## src/rtl/gpif_write_arbiter_if.sv

```systemverilog
// Bundle of the two source handshakes and the FX3 slave-FIFO write pins
// shared by gpif_write_arbiter and whatever drives or observes it.
interface gpif_write_arbiter_if;
    logic [31:0] s0_data;
    logic        s0_valid;
    logic        s0_last;
    logic        s0_ready;
    logic [31:0] s1_data;
    logic        s1_valid;
    logic        s1_last;
    logic        s1_ready;
    logic        DMA0_Ready;
    logic        DMA1_Ready;
    logic [31:0] DQ;
    logic        WR_n;
    logic        SelectDMA;
    logic        PKTEND_n;
    logic        busy;

    // Arbiter side: consumes source words and flags, drives the FX3 pins.
    modport slave (
        input  s0_data, s0_valid, s0_last,
        input  s1_data, s1_valid, s1_last,
        input  DMA0_Ready, DMA1_Ready,
        output s0_ready, s1_ready,
        output DQ, WR_n, SelectDMA, PKTEND_n, busy
    );

    // Source / environment side.
    modport master (
        output s0_data, s0_valid, s0_last,
        output s1_data, s1_valid, s1_last,
        output DMA0_Ready, DMA1_Ready,
        input  s0_ready, s1_ready,
        input  DQ, WR_n, SelectDMA, PKTEND_n, busy
    );
endinterface

```

## src/rtl/gpif_write_arbiter.sv

```systemverilog
// Round-robin arbiter sharing the FX3 GPIF II slave-FIFO write port between
// two sources. Source 0 always writes DMA socket 0, source 1 socket 1.
// Bursts are bounded by BURST_LEN; a socket change inserts ADDR_SETUP
// address cycles before the first write strobe.
// Optional macro GPIF_WRITE_ARBITER_PKTEND_EN: a word flagged sX_last is
// written together with a one-cycle PKTEND_n pulse and ends the burst.
module gpif_write_arbiter #(
    parameter int BURST_LEN  = 16,
    parameter int ADDR_SETUP = 2
) (
    input  logic          PCLK,
    input  logic          RESET_n,
    gpif_write_arbiter_if.slave bus
);
    localparam int              CNT_W     = $clog2(BURST_LEN + 1);
    localparam logic [CNT_W-1:0] BURST_MAX = CNT_W'(BURST_LEN);

    localparam logic [1:0] ST_IDLE  = 2'd0;
    localparam logic [1:0] ST_ADDR  = 2'd1;
    localparam logic [1:0] ST_WRITE = 2'd2;
    localparam logic [1:0] ST_TURN  = 2'd3;

    logic [1:0]       state_q, state_d;
    logic [CNT_W-1:0] beat_q, beat_d;
    logic [2:0]       setup_q, setup_d;
    logic             last_grant_q, last_grant_d;
    logic             sel_q, sel_d;
    logic [31:0]      dq_q, dq_d;
    logic             wr_n_q, wr_n_d;
    logic             pktend_n_q, pktend_n_d;

    logic             elig0_s, elig1_s, pick_s;
    logic             g_valid_s, g_dma_s, g_last_s, g_ready_s, xfer_s;
    logic [31:0]      g_data_s;
    logic [CNT_W-1:0] beat_inc_s;
    logic             pkt_end_s;

    assign elig0_s    = bus.s0_valid & bus.DMA0_Ready;
    assign elig1_s    = bus.s1_valid & bus.DMA1_Ready;

    // SelectDMA doubles as the current grant: it is loaded with every grant.
    assign g_valid_s  = sel_q ? bus.s1_valid   : bus.s0_valid;
    assign g_dma_s    = sel_q ? bus.DMA1_Ready : bus.DMA0_Ready;
    assign g_last_s   = sel_q ? bus.s1_last    : bus.s0_last;
    assign g_data_s   = sel_q ? bus.s1_data    : bus.s0_data;

    // Ready deliberately ignores valid so sources never see a loop.
    assign g_ready_s  = (state_q == ST_WRITE) & g_dma_s & (beat_q < BURST_MAX);
    assign xfer_s     = g_ready_s & g_valid_s;
    assign beat_inc_s = beat_q + CNT_W'(1);

`ifdef GPIF_WRITE_ARBITER_PKTEND_EN
    assign pkt_end_s  = xfer_s & g_last_s;
`else
    logic last_unused_s;
    assign last_unused_s = g_last_s;
    assign pkt_end_s  = 1'b0;
`endif

    assign bus.s0_ready  = g_ready_s & ~sel_q;
    assign bus.s1_ready  = g_ready_s &  sel_q;
    assign bus.DQ        = dq_q;
    assign bus.WR_n      = wr_n_q;
    assign bus.SelectDMA = sel_q;
    assign bus.PKTEND_n  = pktend_n_q;
    assign bus.busy      = (state_q != ST_IDLE);

    // Next-state logic for the arbitration FSM and the registered pins.
    always_comb begin
        state_d      = state_q;
        beat_d       = beat_q;
        setup_d      = setup_q;
        last_grant_d = last_grant_q;
        sel_d        = sel_q;
        dq_d         = dq_q;
        wr_n_d       = 1'b1;
        pktend_n_d   = 1'b1;
        pick_s       = 1'b0;
        case (state_q)
            ST_IDLE: begin
                if (elig0_s | elig1_s) begin
                    pick_s       = (elig0_s & elig1_s) ? ~last_grant_q : elig1_s;
                    last_grant_d = pick_s;
                    sel_d        = pick_s;
                    if ((pick_s != sel_q) && (ADDR_SETUP != 0)) begin
                        setup_d = 3'(ADDR_SETUP);
                        state_d = ST_ADDR;
                    end else begin
                        state_d = ST_WRITE;
                    end
                end else begin
                    state_d = ST_IDLE;
                end
            end
            ST_ADDR: begin
                if (setup_q <= 3'd1) begin
                    setup_d = 3'd0;
                    state_d = ST_WRITE;
                end else begin
                    setup_d = setup_q - 3'd1;
                end
            end
            ST_WRITE: begin
                if (xfer_s) begin
                    dq_d       = g_data_s;
                    wr_n_d     = 1'b0;
                    pktend_n_d = ~pkt_end_s;
                    beat_d     = beat_inc_s;
                end else begin
                    wr_n_d     = 1'b1;
                end
                if ((xfer_s && (beat_inc_s == BURST_MAX)) ||
                    (!g_valid_s && g_ready_s) || !g_dma_s || pkt_end_s) begin
                    state_d = ST_TURN;
                end else begin
                    state_d = ST_WRITE;
                end
            end
            ST_TURN: begin
                beat_d  = '0;
                state_d = ST_IDLE;
            end
            default: begin
                state_d = ST_IDLE;
            end
        endcase
    end

    // State and output registers with synchronous active-low reset.
    always_ff @(posedge PCLK) begin
        if (!RESET_n) begin
            state_q      <= ST_IDLE;
            beat_q       <= '0;
            setup_q      <= 3'd0;
            last_grant_q <= 1'b1;
            sel_q        <= 1'b0;
            dq_q         <= 32'd0;
            wr_n_q       <= 1'b1;
            pktend_n_q   <= 1'b1;
        end else begin
            state_q      <= state_d;
            beat_q       <= beat_d;
            setup_q      <= setup_d;
            last_grant_q <= last_grant_d;
            sel_q        <= sel_d;
            dq_q         <= dq_d;
            wr_n_q       <= wr_n_d;
            pktend_n_q   <= pktend_n_d;
        end
    end
endmodule

```

## src/flat_wrapper.sv

```systemverilog
// flat-port wrapper written by rule: the top's interface ports become plain ports
module gpif_write_arbiter_flat 
#(
    parameter int BURST_LEN  = 16,
    parameter int ADDR_SETUP = 2
)
  (PCLK, RESET_n, bus_s0_data, bus_s0_valid, bus_s0_last, bus_s1_data, bus_s1_valid, bus_s1_last, bus_DMA0_Ready, bus_DMA1_Ready, bus_s0_ready, bus_s1_ready, bus_DQ, bus_WR_n, bus_SelectDMA, bus_PKTEND_n, bus_busy);
  gpif_write_arbiter_if bus_i ();
  input  logic PCLK;
  input  logic RESET_n;
  input wire logic [$bits(bus_i.s0_data)-1:0] bus_s0_data;
  input wire logic [$bits(bus_i.s0_valid)-1:0] bus_s0_valid;
  input wire logic [$bits(bus_i.s0_last)-1:0] bus_s0_last;
  input wire logic [$bits(bus_i.s1_data)-1:0] bus_s1_data;
  input wire logic [$bits(bus_i.s1_valid)-1:0] bus_s1_valid;
  input wire logic [$bits(bus_i.s1_last)-1:0] bus_s1_last;
  input wire logic [$bits(bus_i.DMA0_Ready)-1:0] bus_DMA0_Ready;
  input wire logic [$bits(bus_i.DMA1_Ready)-1:0] bus_DMA1_Ready;
  output wire logic [$bits(bus_i.s0_ready)-1:0] bus_s0_ready;
  output wire logic [$bits(bus_i.s1_ready)-1:0] bus_s1_ready;
  output wire logic [$bits(bus_i.DQ)-1:0] bus_DQ;
  output wire logic [$bits(bus_i.WR_n)-1:0] bus_WR_n;
  output wire logic [$bits(bus_i.SelectDMA)-1:0] bus_SelectDMA;
  output wire logic [$bits(bus_i.PKTEND_n)-1:0] bus_PKTEND_n;
  output wire logic [$bits(bus_i.busy)-1:0] bus_busy;
  assign bus_i.s0_data = bus_s0_data;
  assign bus_i.s0_valid = bus_s0_valid;
  assign bus_i.s0_last = bus_s0_last;
  assign bus_i.s1_data = bus_s1_data;
  assign bus_i.s1_valid = bus_s1_valid;
  assign bus_i.s1_last = bus_s1_last;
  assign bus_i.DMA0_Ready = bus_DMA0_Ready;
  assign bus_i.DMA1_Ready = bus_DMA1_Ready;
  assign bus_s0_ready = bus_i.s0_ready;
  assign bus_s1_ready = bus_i.s1_ready;
  assign bus_DQ = bus_i.DQ;
  assign bus_WR_n = bus_i.WR_n;
  assign bus_SelectDMA = bus_i.SelectDMA;
  assign bus_PKTEND_n = bus_i.PKTEND_n;
  assign bus_busy = bus_i.busy;
  gpif_write_arbiter #(.BURST_LEN(BURST_LEN), .ADDR_SETUP(ADDR_SETUP)) u_core (.PCLK(PCLK), .RESET_n(RESET_n), .bus(bus_i));
endmodule
```

## config.mk

```make
export PLATFORM = sky130hd
export DESIGN_NAME = gpif_write_arbiter_flat
export DESIGN_NICKNAME = d
export VERILOG_FILES = /design/src/rtl/gpif_write_arbiter_if.sv /design/src/rtl/gpif_write_arbiter.sv /design/src/flat_wrapper.sv
export SDC_FILE = /design/constraint.sdc
export NUM_CORES = 1
export LEC_CHECK = 0
export CORE_ASPECT_RATIO = 0.75
export CORE_MARGIN = 2
export CORE_UTILIZATION = 45
export DETAILED_ROUTE_END_ITERATION = 10
export GPL_ROUTABILITY_DRIVEN = 0
export PLACE_DENSITY_LB_ADDON = 0.12
export SKIP_CTS_REPAIR_TIMING = 1
export SKIP_LAST_GASP = 1
export SLEW_MARGIN = 15
export SYNTH_ARGS = -nofsm -noshare
export SYNTH_HDL_FRONTEND = slang
export SYNTH_SLANG_ARGS = --single-unit
```

## constraint.sdc

```tcl
create_clock -name PCLK -period 2.4 [get_ports PCLK]
set_input_delay 0.6 -clock PCLK [delete_from_list [all_inputs] [get_ports PCLK]]
set_output_delay 0.6 -clock PCLK [all_outputs]
set_load 0.01 [all_outputs]
```

==> reports/summary.log <==
[routing] routed len/inst 13.9 um
[clock_tree] Clock Latency Late Sink 0.29 ns
[routing] Post-DRT Antenna Nets 0
[global_route] pin count of the biggest net entering global routing 37
[sta] final period demand of the worst path 2.50 ns
[final_layout] layout cells sized above 1 11.7%
[critical_path] Critical Setup Path Class reg2out
[global_route] Remaining Overflow, GRT 0
[floorplan] Core Box Area 0.00501 mm^2
[critical_path] CP Max Fanout 6
[critical_path] data required time of the critical path 1.80 ns
[placed_design] number of buffer cells added on primary ports 106
[routing] routed via count 2220
[critical_path] sort of element at the end of the critical path output pin
[critical_path] WP data arrival 1.90 ns
[global_route] global-route usage over all layers 19.8%
[clock_tree] CTS tree done
[min_path] Min-Delay Path Class reg2reg
[sta] peak clock frequency supported by timing 400 MHz
[yosys] leading area contributor after synthesis sky130_fd_sc_hd__dfxtp_1
[routing] first drt pass iteration count 4
[global_route] first-pass GRT wire length 9090 um
[pwr] Max rail drop VDD 296 uV
[clock_tree] H-Tree Level Count 2
[sta] setup clock skew after layout 0.00570 ns
[sta] setup TNS after final layout -0.0987 ns
[yosys] Post-Synthesis Mean Instance Area 9.54 um^2
[yosys] proportion of synthesized flip-flops having asynchronous set or reset 0%
[sta] final hold vios 0
[final_layout] final design instance area without fill 0.00366 mm^2
[floorplan] Ports 110
[yosys] sequential fraction of the synthesis area 37.6%
[clock_tree] clock buffers created by TritonCTS 5
[floorplan] die span in y 67.2 um
[final_layout] number of nets in the layout 438
[final_layout] number of diodes 0
[yosys] cell types with the largest area share after synthesis sky130_fd_sc_hd__dfxtp_1, sky130_fd_sc_hd__mux2i_1, sky130_fd_sc_hd__a211oi_2
[yosys] most common cell in the netlist sky130_fd_sc_hd__dfxtp_1
[floorplan] area of the die 0.00593 mm^2
[yosys] Warnings, synthesis 0
[global_route] number of global-route vias before repair 2001
[pwr] Leak Pwr 1.27 nW
[clock_tree] cell chosen for the clock root sky130_fd_sc_hd__clkbuf_8
[clock_tree] # clock sinks 45
[routing] remaining routing DRC violations 0
[run_status] outcome finished with violations
[global_route] initial antenna violation count 0
[floorplan] Die Span X 88.2 um
[clock_tree] clock-pin slew reported for the worst setup and hold paths after clock tree synthesis 0.08 ns
[critical_path] CP Launch Type flop
[yosys] number of distinct library cells after synthesis 48
[yosys] syn_nets 331
[sta] Max Transition Viols Final 0
[placed_design] cell area reported after detailed placement 0.00357 mm^2
[yosys] number of enable flip-flop cells after synthesis 0
[run_status] violations in the final reports setup timing
[placed_design] worst setup slack after placement -0.122 ns
[yosys] number of register bits inferred by synthesis 45
[yosys] cell types with the highest counts after synthesis sky130_fd_sc_hd__dfxtp_1, sky130_fd_sc_hd__nor2_1, sky130_fd_sc_hd__mux2i_1
[clock_tree] clock tree buffer depth 2
[pwr] power density over cell area 523 mW/mm^2
[floorplan] site row count 22
[final_layout] post-synthesis to final-layout area growth 52.9%
[yosys] share of the synthesized area in the top cell type 37.6%
[yosys] Synth Flop Type sky130_fd_sc_hd__dfxtp_1
[sta] setup repair after global routing missed its margin yes
[routing] Via density 5.16
[sta] final setup violation count 1
[sta] worst path setup slack after routing -0.0987 ns
[floorplan] initial core utilization 47.8%
[routing] DRC marker count from the first detailed-route iteration 103
[placed_design] HPWL Detailed 4650 um
[flow_run] MaxCap Viol Count 0
[yosys] post-synthesis instance area 0.00239 mm^2
[yosys] Post-Synthesis Cells 251
[routing] final wirelength 6000 um
[sta] portion of the clock cycle consumed by the worst path in the final layout 104%
## path summary, 6_finish.rpt
kind	from	to	slack, ns	depth (start not counted)
worst min register to register	u_core.setup_q[2]	u_core.setup_q[2]	0.49	2
worst max-delay path	u_core.state_q[0]	bus_s1_ready	-0.1	5
worst min-delay path	u_core.setup_q[2]	u_core.setup_q[2]	0.49	2
worst max register to register	u_core.bus.SelectDMA	u_core.bus.DQ[19]	0.53	6
## registers in the layout, indices dropped and copies added, names as in the netlist
name                  count
u_core.last_grant_q       1
u_core.bus.SelectDMA      1
u_core.bus.DQ            32
u_core.state_q            2
u_core.beat_q             5
u_core.setup_q            3
u_core.bus.WR_n           1
## report_power, final
group          switching [mW]  internal (mW)  leakage [nW]  total (mW)
logic                   0.274          0.334         0.865       0.607
clock network           0.246          0.229        0.0443       0.474
registers              0.0336          0.800         0.365       0.833
total                   0.553           1.36          1.27        1.91
## critical path: stages, from the launching register on
cell and delay [ns]:
sky130_fd_sc_hd__dfxtp_1 0.35, sky130_fd_sc_hd__inv_1 0.10, sky130_fd_sc_hd__ha_2 0.25, sky130_fd_sc_hd__nor2b_1 0.21, sky130_fd_sc_hd__and3_1 0.17, sky130_fd_sc_hd__clkdlybuf4s50_1 0.52
## through the flow
| stage | hold slack [ns] | power [mW] | cells | util [%] |
|---|---|---|---|---|
| 6_report | 0.487 | 1.91 | 430 | 73.1 |
| 3_5_place_dp | 0.482 | 1.46 | 423 | 71.3 |
| 2_1_floorplan | 0.453 | 1.17 | 251 | - |
| 3_3_place_gp | 0.482 | 1.44 | 423 | 71.3 |
| 5_1_grt | 0.504 | 2.02 | 430 | 73.1 |
| 4_1_cts | 0.493 | 1.93 | 430 | 73.0 |
## final cells by class
class	instances	area, um^2
tap	72	90.1
inverter	6	22.5
timing repair buffer	118	1190
fill	406	1350
multi-input combinational	182	1370
sequential	45	902
clock buffer	7	86.3
## cells in the final DEF (no fill, tap or decap), types with 4 or more instances in the layout
cell type,n
sky130_fd_sc_hd__inv_1,6
sky130_fd_sc_hd__mux2i_1,33
sky130_fd_sc_hd__a21oi_1,5
sky130_fd_sc_hd__buf_4,9
sky130_fd_sc_hd__nand3_1,6
sky130_fd_sc_hd__ha_1,7
sky130_fd_sc_hd__clkdlybuf4s50_1,105
sky130_fd_sc_hd__nor2_1,37
sky130_fd_sc_hd__dfxtp_1,44
sky130_fd_sc_hd__clkbuf_8,6
sky130_fd_sc_hd__a211oi_2,15
sky130_fd_sc_hd__o21ai_0,4
sky130_fd_sc_hd__nand2_1,13
sky130_fd_sc_hd__a211oi_1,19
## routing by layer
layer	part of all wire (%)	vias up	routed length, um	global-route usage, %
met2	45	82	2710	32.3
met1	44	1005	2610	25.0
li1	-	1126	-	-
met5	0	-	0	0
met4	0.88	0	53	6.44
met3	10	7	621	6.36
## kinds of logic after synthesis
family | synth area share (%)
XOR/XNOR | 0.366
AO/OA/AOI/OAI | 22.5
multiplexers | 14.3
flip-flops | 37.6
adder cells (fa/ha/maj) | 4.18
buffers and inverters | 5.28
AND/OR/NAND/NOR | 15.7
other | 0.157
Note: power is estimated with default switching activity, not from simulation.
